**config.mk**
```make
export PLATFORM = sky130hd
export DESIGN_NAME = fc1_bias_act_flat
export DESIGN_NICKNAME = d
export VERILOG_FILES = /design/src/rtl/fc1_bias_act_if.sv /design/src/rtl/fc1_bias_act.sv /design/src/flat_wrapper.sv
export SDC_FILE = /design/constraint.sdc
export NUM_CORES = 2
export LEC_CHECK = 0
export BUFFER_PORTS_ARGS = -buffer_cell sky130_fd_sc_hd__buf_2
export CAP_MARGIN = 20
export CORE_AREA = 2 2 477 479
export DETAILED_ROUTE_END_ITERATION = 10
export DIE_AREA = 0 0 479 481
export PLACE_DENSITY = 0.54
export SETUP_SLACK_MARGIN = 0.1
export SKIP_LAST_GASP = 1
export SLEW_MARGIN = 5
export SYNTH_ARGS = -nofsm -noshare
export SYNTH_HDL_FRONTEND = slang
export SYNTH_SLANG_ARGS = --single-unit
```
**constraint.sdc**
```tcl
create_clock -name clk -period 4.5 [get_ports clk]
set_input_delay 0.675 -clock clk [delete_from_list [all_inputs] [get_ports clk]]
set_output_delay 0.675 -clock clk [all_outputs]
set_load 0.02 [all_outputs]
```
**src/rtl/fc1_bias_act_if.sv**
```systemverilog
// ---------------------------------------------------------------------------
// fc1_bias_act_if
//   Bundles every bus signal of the FC1 bias/activation stage:
//   - clr                 : synchronous frame restart
//   - acc_valid/ready/data: raw MAC sums from the accumulator (NUM lanes)
//   - bias_aa/cena/qa     : FC1 bias ROM port (registered read, cena low)
//   - out_valid/ready/... : activation beats to the FC2 input buffer
//
//   modport master : the fc1_bias_act stage itself
//   modport slave  : the surroundings (accumulator, ROM, FC2 buffer)
// ---------------------------------------------------------------------------
interface fc1_bias_act_if #(
    parameter int NUM    = 16,
    parameter int ADDR_W = 3,
    parameter int W_ACC  = 34,
    parameter int W_BIAS = 34,
    parameter int W_OUT  = 8
);
    logic                    clr;

    logic                    acc_valid;
    logic                    acc_ready;
    logic [NUM*W_ACC-1:0]    acc_data;

    logic [ADDR_W-1:0]       bias_aa;
    logic                    bias_cena;
    logic [NUM*W_BIAS-1:0]   bias_qa;

    logic                    out_valid;
    logic                    out_ready;
    logic [NUM*W_OUT-1:0]    out_data;
    logic [ADDR_W-1:0]       out_batch;
    logic                    out_last;

    modport master (
        input  clr,
        input  acc_valid, acc_data,
        output acc_ready,
        output bias_aa, bias_cena,
        input  bias_qa,
        output out_valid, out_data, out_batch, out_last,
        input  out_ready
    );

    modport slave (
        output clr,
        output acc_valid, acc_data,
        input  acc_ready,
        input  bias_aa, bias_cena,
        output bias_qa,
        input  out_valid, out_data, out_batch, out_last,
        output out_ready
    );
endinterface

```
**src/rtl/fc1_bias_act.sv**
```systemverilog
// ---------------------------------------------------------------------------
// fc1_bias_act
//   Post-accumulator stage of the FC1 layer. Each accepted beat carries NUM
//   raw signed MAC sums for one output batch. The stage reads that batch's
//   biases from the FC1 bias ROM, adds them, applies ReLU, rounds half up,
//   shifts right by SHIFT and saturates to W_OUT-bit unsigned activations.
//
//   Ports:
//     clk   : clock
//     rstn  : asynchronous active-low reset
//     bus   : fc1_bias_act_if.master
//             clr, acc_valid/acc_ready/acc_data (input beat),
//             bias_aa/bias_cena/bias_qa (ROM port),
//             out_valid/out_ready/out_data/out_batch/out_last (output beat)
//
//   Flow per beat: IDLE (accept + ROM read) -> BIAS (compute) -> OUT
//   (hold until out_ready) -> IDLE. One beat every 3 cycles at best.
// ---------------------------------------------------------------------------
module fc1_bias_act #(
    parameter int NUM    = 16,
    parameter int BATCH  = 4,
    parameter int ADDR_W = 3,
    parameter int W_ACC  = 34,
    parameter int W_BIAS = 34,
    parameter int W_OUT  = 8,
    parameter int SHIFT  = 16
) (
    input  logic            clk,
    input  logic            rstn,
    fc1_bias_act_if.master  bus
);

    // One extra bit over the wider operand makes the bias add overflow-free;
    // one more bit leaves room for the rounding constant.
    localparam int W_SUM = ((W_ACC > W_BIAS) ? W_ACC : W_BIAS) + 1;
    localparam int W_RND = W_SUM + 1;

    localparam logic [W_RND-1:0]  HALF       = W_RND'(1) << (SHIFT - 1);
    localparam logic [ADDR_W-1:0] LAST_BATCH = ADDR_W'(BATCH - 1);

    typedef enum logic [1:0] {
        IDLE = 2'd0,
        BIAS = 2'd1,
        OUT  = 2'd2
    } state_t;

    state_t                 state_reg, state_next;
    logic [ADDR_W-1:0]      batch_cnt_reg, batch_cnt_next;
    logic [NUM*W_ACC-1:0]   acc_reg;
    logic [NUM*W_OUT-1:0]   out_data_reg;
    logic                   out_valid_reg, out_valid_next;
    logic                   out_last_reg, out_last_next;
    logic [ADDR_W-1:0]      out_batch_reg, out_batch_next;

    logic                   acc_ready_int;
    logic                   accept;
    logic                   load_acc;
    logic                   load_out;
    logic                   bias_cena_int;
    logic [NUM*W_OUT-1:0]   lane_result;

    // Ready is gated by rstn so the stage never advertises space while the
    // reset is held, even though the state register already reads IDLE.
    assign acc_ready_int = rstn && (state_reg == IDLE);

    // clr beats a same-cycle handshake: the beat is dropped and no ROM read
    // is issued for it.
    assign accept = acc_ready_int && bus.acc_valid && !bus.clr;

    // -----------------------------------------------------------------------
    // Next-state / control
    // -----------------------------------------------------------------------
    always_comb begin
        state_next     = state_reg;
        batch_cnt_next = batch_cnt_reg;
        out_valid_next = out_valid_reg;
        out_last_next  = out_last_reg;
        out_batch_next = out_batch_reg;
        load_acc       = 1'b0;
        load_out       = 1'b0;
        bias_cena_int  = 1'b1;

        if (bus.clr) begin
            state_next     = IDLE;
            batch_cnt_next = '0;
            out_valid_next = 1'b0;
            out_last_next  = 1'b0;
        end else begin
            unique case (state_reg)
                IDLE: begin
                    if (accept) begin
                        // ROM read issued in the accept cycle so bias_qa is
                        // ready exactly when the registered sums are.
                        load_acc      = 1'b1;
                        bias_cena_int = 1'b0;
                        state_next    = BIAS;
                    end
                end
                BIAS: begin
                    load_out       = 1'b1;
                    out_valid_next = 1'b1;
                    out_batch_next = batch_cnt_reg;
                    out_last_next  = (batch_cnt_reg == LAST_BATCH);
                    state_next     = OUT;
                end
                OUT: begin
                    if (bus.out_ready) begin
                        out_valid_next = 1'b0;
                        out_last_next  = 1'b0;
                        batch_cnt_next = (batch_cnt_reg == LAST_BATCH)
                                         ? '0 : batch_cnt_reg + ADDR_W'(1);
                        state_next     = IDLE;
                    end
                end
                default: begin
                    state_next = IDLE;
                end
            endcase
        end
    end

    // -----------------------------------------------------------------------
    // State and datapath registers
    // -----------------------------------------------------------------------
    always_ff @(posedge clk or negedge rstn) begin
        if (!rstn) begin
            state_reg     <= IDLE;
            batch_cnt_reg <= '0;
            acc_reg       <= '0;
            out_data_reg  <= '0;
            out_valid_reg <= 1'b0;
            out_last_reg  <= 1'b0;
            out_batch_reg <= '0;
        end else begin
            state_reg     <= state_next;
            batch_cnt_reg <= batch_cnt_next;
            out_valid_reg <= out_valid_next;
            out_last_reg  <= out_last_next;
            out_batch_reg <= out_batch_next;
            if (load_acc) begin
                acc_reg <= bus.acc_data;
            end
            if (load_out) begin
                out_data_reg <= lane_result;
            end
        end
    end

    // -----------------------------------------------------------------------
    // Per-lane bias add, ReLU, round half up, shift, saturate
    // -----------------------------------------------------------------------
    generate
        for (genvar gi = 0; gi < NUM; gi++) begin : g_lane
            logic signed [W_ACC-1:0]  acc_lane;
            logic signed [W_BIAS-1:0] bias_lane;
            logic signed [W_SUM-1:0]  sum;
            logic [W_RND-1:0]         rnd;
            logic [W_RND-1:0]         shifted;
            logic                     sat;

            assign acc_lane  = acc_reg[gi*W_ACC +: W_ACC];
            assign bias_lane = bus.bias_qa[gi*W_BIAS +: W_BIAS];

            // Size casts of signed operands sign-extend to W_SUM.
            assign sum = W_SUM'(acc_lane) + W_SUM'(bias_lane);

            // Only meaningful when sum is non-negative; the sign bit then
            // contributes nothing, so the magnitude bits are zero-extended.
            assign rnd     = {2'b00, sum[W_SUM-2:0]} + HALF;
            assign shifted = rnd >> SHIFT;
            assign sat     = |shifted[W_RND-1:W_OUT];

            assign lane_result[gi*W_OUT +: W_OUT] =
                sum[W_SUM-1] ? '0 :
                sat          ? '1 :
                               shifted[W_OUT-1:0];
        end
    endgenerate

    // -----------------------------------------------------------------------
    // Outputs
    // -----------------------------------------------------------------------
    assign bus.acc_ready = acc_ready_int;
    assign bus.bias_aa   = batch_cnt_reg;
    assign bus.bias_cena = bias_cena_int;
    assign bus.out_valid = out_valid_reg;
    assign bus.out_data  = out_data_reg;
    assign bus.out_batch = out_batch_reg;
    assign bus.out_last  = out_last_reg;

endmodule

```
**src/flat_wrapper.sv**
```systemverilog
// flat-port wrapper written by rule: the top's interface ports become plain ports
module fc1_bias_act_flat 
#(
    parameter int NUM    = 16,
    parameter int BATCH  = 4,
    parameter int ADDR_W = 3,
    parameter int W_ACC  = 34,
    parameter int W_BIAS = 34,
    parameter int W_OUT  = 8,
    parameter int SHIFT  = 16
)
  (clk, rstn, bus_clr, bus_acc_valid, bus_acc_data, bus_acc_ready, bus_bias_aa, bus_bias_cena, bus_bias_qa, bus_out_valid, bus_out_data, bus_out_batch, bus_out_last, bus_out_ready);
  fc1_bias_act_if #(.NUM(NUM), .ADDR_W(ADDR_W), .W_ACC(W_ACC), .W_BIAS(W_BIAS), .W_OUT(W_OUT)) bus_i ();
  input  logic clk;
  input  logic rstn;
  input wire logic [$bits(bus_i.clr)-1:0] bus_clr;
  input wire logic [$bits(bus_i.acc_valid)-1:0] bus_acc_valid;
  input wire logic [$bits(bus_i.acc_data)-1:0] bus_acc_data;
  output wire logic [$bits(bus_i.acc_ready)-1:0] bus_acc_ready;
  output wire logic [$bits(bus_i.bias_aa)-1:0] bus_bias_aa;
  output wire logic [$bits(bus_i.bias_cena)-1:0] bus_bias_cena;
  input wire logic [$bits(bus_i.bias_qa)-1:0] bus_bias_qa;
  output wire logic [$bits(bus_i.out_valid)-1:0] bus_out_valid;
  output wire logic [$bits(bus_i.out_data)-1:0] bus_out_data;
  output wire logic [$bits(bus_i.out_batch)-1:0] bus_out_batch;
  output wire logic [$bits(bus_i.out_last)-1:0] bus_out_last;
  input wire logic [$bits(bus_i.out_ready)-1:0] bus_out_ready;
  assign bus_i.clr = bus_clr;
  assign bus_i.acc_valid = bus_acc_valid;
  assign bus_i.acc_data = bus_acc_data;
  assign bus_acc_ready = bus_i.acc_ready;
  assign bus_bias_aa = bus_i.bias_aa;
  assign bus_bias_cena = bus_i.bias_cena;
  assign bus_i.bias_qa = bus_bias_qa;
  assign bus_out_valid = bus_i.out_valid;
  assign bus_out_data = bus_i.out_data;
  assign bus_out_batch = bus_i.out_batch;
  assign bus_out_last = bus_i.out_last;
  assign bus_i.out_ready = bus_out_ready;
  fc1_bias_act #(.NUM(NUM), .BATCH(BATCH), .ADDR_W(ADDR_W), .W_ACC(W_ACC), .W_BIAS(W_BIAS), .W_OUT(W_OUT), .SHIFT(SHIFT)) u_core (.clk(clk), .rstn(rstn), .bus(bus_i));
endmodule
```
==> reports/metrics.yaml <==
outcome:
  run_status: "completed"
timing:
  max_freq_ghz: 0.2314
  slew_viol_final: 0
  setup_viol_count_final: 0
  hold_viol: 0
  worstMarginPinSlew_ps: 1335
  post-route-period-util_pct: 96.05
  setup-tns-final_ps: 0
  min_period_ps: 4322
  fin_skew_ps: 33.67
  relSlewSlack_pct: 11.00
  grt_setup_unrepaired: "yes"
routing:
  dr.pass1.iters: 6
  via_per_inst: 5.116
  drt_iter0_drc: 4118
  wl_per_cell_um: 22.41
  num_vias: 62350
  routed_wl_um: 273200
  postRouteAntennaNets: 0
  drc: 0
placement:
  dp.cells: 11950
  gp_congestion: 0.9722
  port_buffers: 1230
  dp_hpwl_um: 228300
yosys:
  ys_dominant_reg_cell: "dfrtp_1"
  synth.avg_cell_area_um2: 7.815
  yosys_warnings: 0
  synth_seq_cells: 682
  synth_compound_area_share_pct: 22.82
  muxShareOfSynthArea_pct: 0.9863
  synth_xor_area_share_pct: 5.138
  seq_area_frac_synth_pct: 29.90
  syn_inst: 7304
  synth_area_mm2: 0.05708
  synth_edf_count: 0
  synth_top_family_by_area: "simple AND/OR/NAND/NOR gates"
  yosysUniqueCellTypes: 122
  mappedNetlistNets: 8942
  synth-simple-area-share_pct: 26.38
  ys_async_sr_fraction_pct: 100.0
  synthAdderAreaFrac_pct: 11.95
grt:
  grt_overflow_total: 0
  grt_pass1_vias: 61550
  grt_usage_pct: 22.62
  grt_pass1_wl_um: 394900
  grt_max_degree: 154
  antenna_found_initial: 116
min_path:
  hp-class: "input pin to flip-flop"
layout:
  areaGrowthSynthToFinish_pct: 31.81
  largest_reg_flops: 544
  fin_cells: 12190
  nets: 10680
  drive_above_1_share_pct: 25.04
  fillers: 24200
power_and_ir_drop:
  peakVddDrop_mv: 0.2755
  powerDensity_mw_per_mm2: 466.5
  power.leakage_nw: 37.70
  power_mw: 35.10
setup_path:
  timing.rr.start: "u_core.acc_reg[480]"
  cp_max_fo: 8
  crit_type: "flip-flop to flip-flop"
  reg2reg_depth: 15
  cp.required_ps: 5110
  crit_start: "u_core.acc_reg[480]"
  rrSetupSlack_ps: 180
  r2r-end: "u_core.bus.out_data[116]"
  startpoint_type: "flip-flop"
  cp.arrival_ps: 4930
  cp-end-kind: "flip-flop"
  critPathCapture: "u_core.bus.out_data[116]"
clocking:
  cts_buffers: 89
  path_clk_slew_ps: 70
  h-tree-depth: 3
  clock_latency_ps: 730
  root_buffer: "clkbuf_16"
  cts_tree: "yes"
  clock-sinks: 682
  clock_path_buffers: 3
floorplanning:
  die_area_mm2: 0.2304
  rows: 175
  start_util_pct: 25.29
  die_x_um: 479
  io_pins: 1231
  coreArea_mm2: 0.2257
  fp.dieH_um: 481
run:
  maxCapViolCount: 0
==> layout by cell type (no fill, tap or decap), types with 29 or more instances in the layout <==
master and instances:
and3_1 95, nand3_1 158, a41oi_1 37, ha_1 533
a211o_1 31, nor3_1 127, buf_2 1230, nand4_1 112
a221o_1 58, nor4_1 39, nand2_1 2145, dfrtp_1 679
mux2i_1 38, nand2b_1 36, buf_4 672, o211ai_1 68
inv_1 151, nor2b_1 39, o21ai_0 257, o21bai_1 58
xor2_1 127, nor2_1 293, a21o_1 214, a21oi_1 502
a211oi_1 69, xnor2_1 204, or3_1 45, clkbuf_16 92
a31oi_1 74, o2111ai_1 30, and2_1 75, a32oi_1 29
o21a_1 60, diode_2 64
==> synthesized netlist by cell type, drive strengths merged, types with 40 or more instances <==
cell type,instances,area [um^2]
o21ai,278,1391
a211oi,77,588.1
a221o,58,580.6
xnor2,204,1787
ha,545,6819
a31oi,80,521.8
and2,81,510.5
a2111oi,40,416.6
o211ai,70,535.5
or3,47,300.3
o21bai,58,435.4
nand4,114,725.7
and3,96,601.8
nor3,134,675.7
nor4,46,294.0
dfrtp,682,17070
a21oi,515,2581
inv,151,566.8
nand3,162,815.8
a21o,215,1615
nor2,296,1111
xor2,130,1146
o21a,60,450.4
clkbuf,251,942.2
nand2,2145,8051
==> repair_timing <==
item,4_1_cts,5_1_grt
resized for setup,14,117
setup buffers,2,7
pin swaps,3,27
endpoints found under the hold margin,1,0
setup endpoints to repair,33,108
hold buffers,1,0
==> how the worst min path moves through the flow <==
stage / startpoint / endpoint / slack (ps) / depth (start not counted)
6_report: bus_acc_data[323] / u_core.acc_reg[323] / 130 / 3
5_1_grt: bus_acc_data[322] / u_core.acc_reg[322] / 80 / 3
4_1_cts: bus_acc_data[323] / u_core.acc_reg[323] / 20 / 3
3_5_place_dp: u_core.bus.out_data[31] / u_core.bus.out_data[31] / 460 / 2
3_3_place_gp: u_core.bus.out_data[25] / u_core.bus.out_data[25] / 450 / 2
2_1_floorplan: rstn / u_core.acc_reg[0] / 380 / 0
==> worst max-delay path: stages, from the launching register on <==
cell       delay (ps)
dfrtp_1           430
ha_4              300
a21oi_1            60
o21ai_1           430
o21ai_1           140
buf_4             160
and3_1            150
a2111oi_2         350
buf_4             170
and4b_1           230
nand4_1           160
or3b_4            460
mux2_4            320
a2111oi_4         350
a31oi_4           200
a221o_1           300
==> cell families (layout without fill, tap and decap cells) <==
group / after synthesis / count (layout)
and+or+nand+nor: 3379 / 3379
AOI/OAI and AO/OA: 1888 / 1888
DFF: 682 / 682
adders and majority gates: 545 / 545
buffers and inverters: 422 / 2233
xor gates and xnor gates: 334 / 334
muxes: 54 / 54
other: 0 / 64
==> report_power, final <==
group          internal [mW]  switching, mW
clock                   4.48           3.21
combinational           7.93           10.8
sequential              7.52           1.13
==> through the flow <==
stage	setup WS, ps	util, %	hold WS, ps	cell area (um^2)
CTS	91.56	32.97	23.70	74420
detailed placement	-495.1	31.59	457.0	71320
floorplan	101.2	-	379.4	57110
global route	-12.94	33.30	76.02	75180
global placement	-491.6	31.59	449.8	71310
finish	177.9	33.33	128.7	75240
==> cell type report <==
type / instances / area [um^2] / area share, %
antenna: 64 / 160.2 / 0.2129
sequential: 682 / 17070 / 22.69
inverter: 152 / 578.1 / 0.7683
multi-input combinational: 6200 / 39110 / 51.98
tap: 3009 / 3765 / 5.004
timing repair buffer: 1919 / 11530 / 15.32
clock inverter: 45 / 588.1 / 0.7816
clock buffer: 117 / 2446 / 3.251
==> routing by layer <==
metal	GRT usage, %	share of wire [%]
met4	11.28	5.3
met5	0	0.13
met3	4.408	6.3
met1	27.08	41
met2	38.52	47
Note: power is estimated with default switching activity, not from simulation.
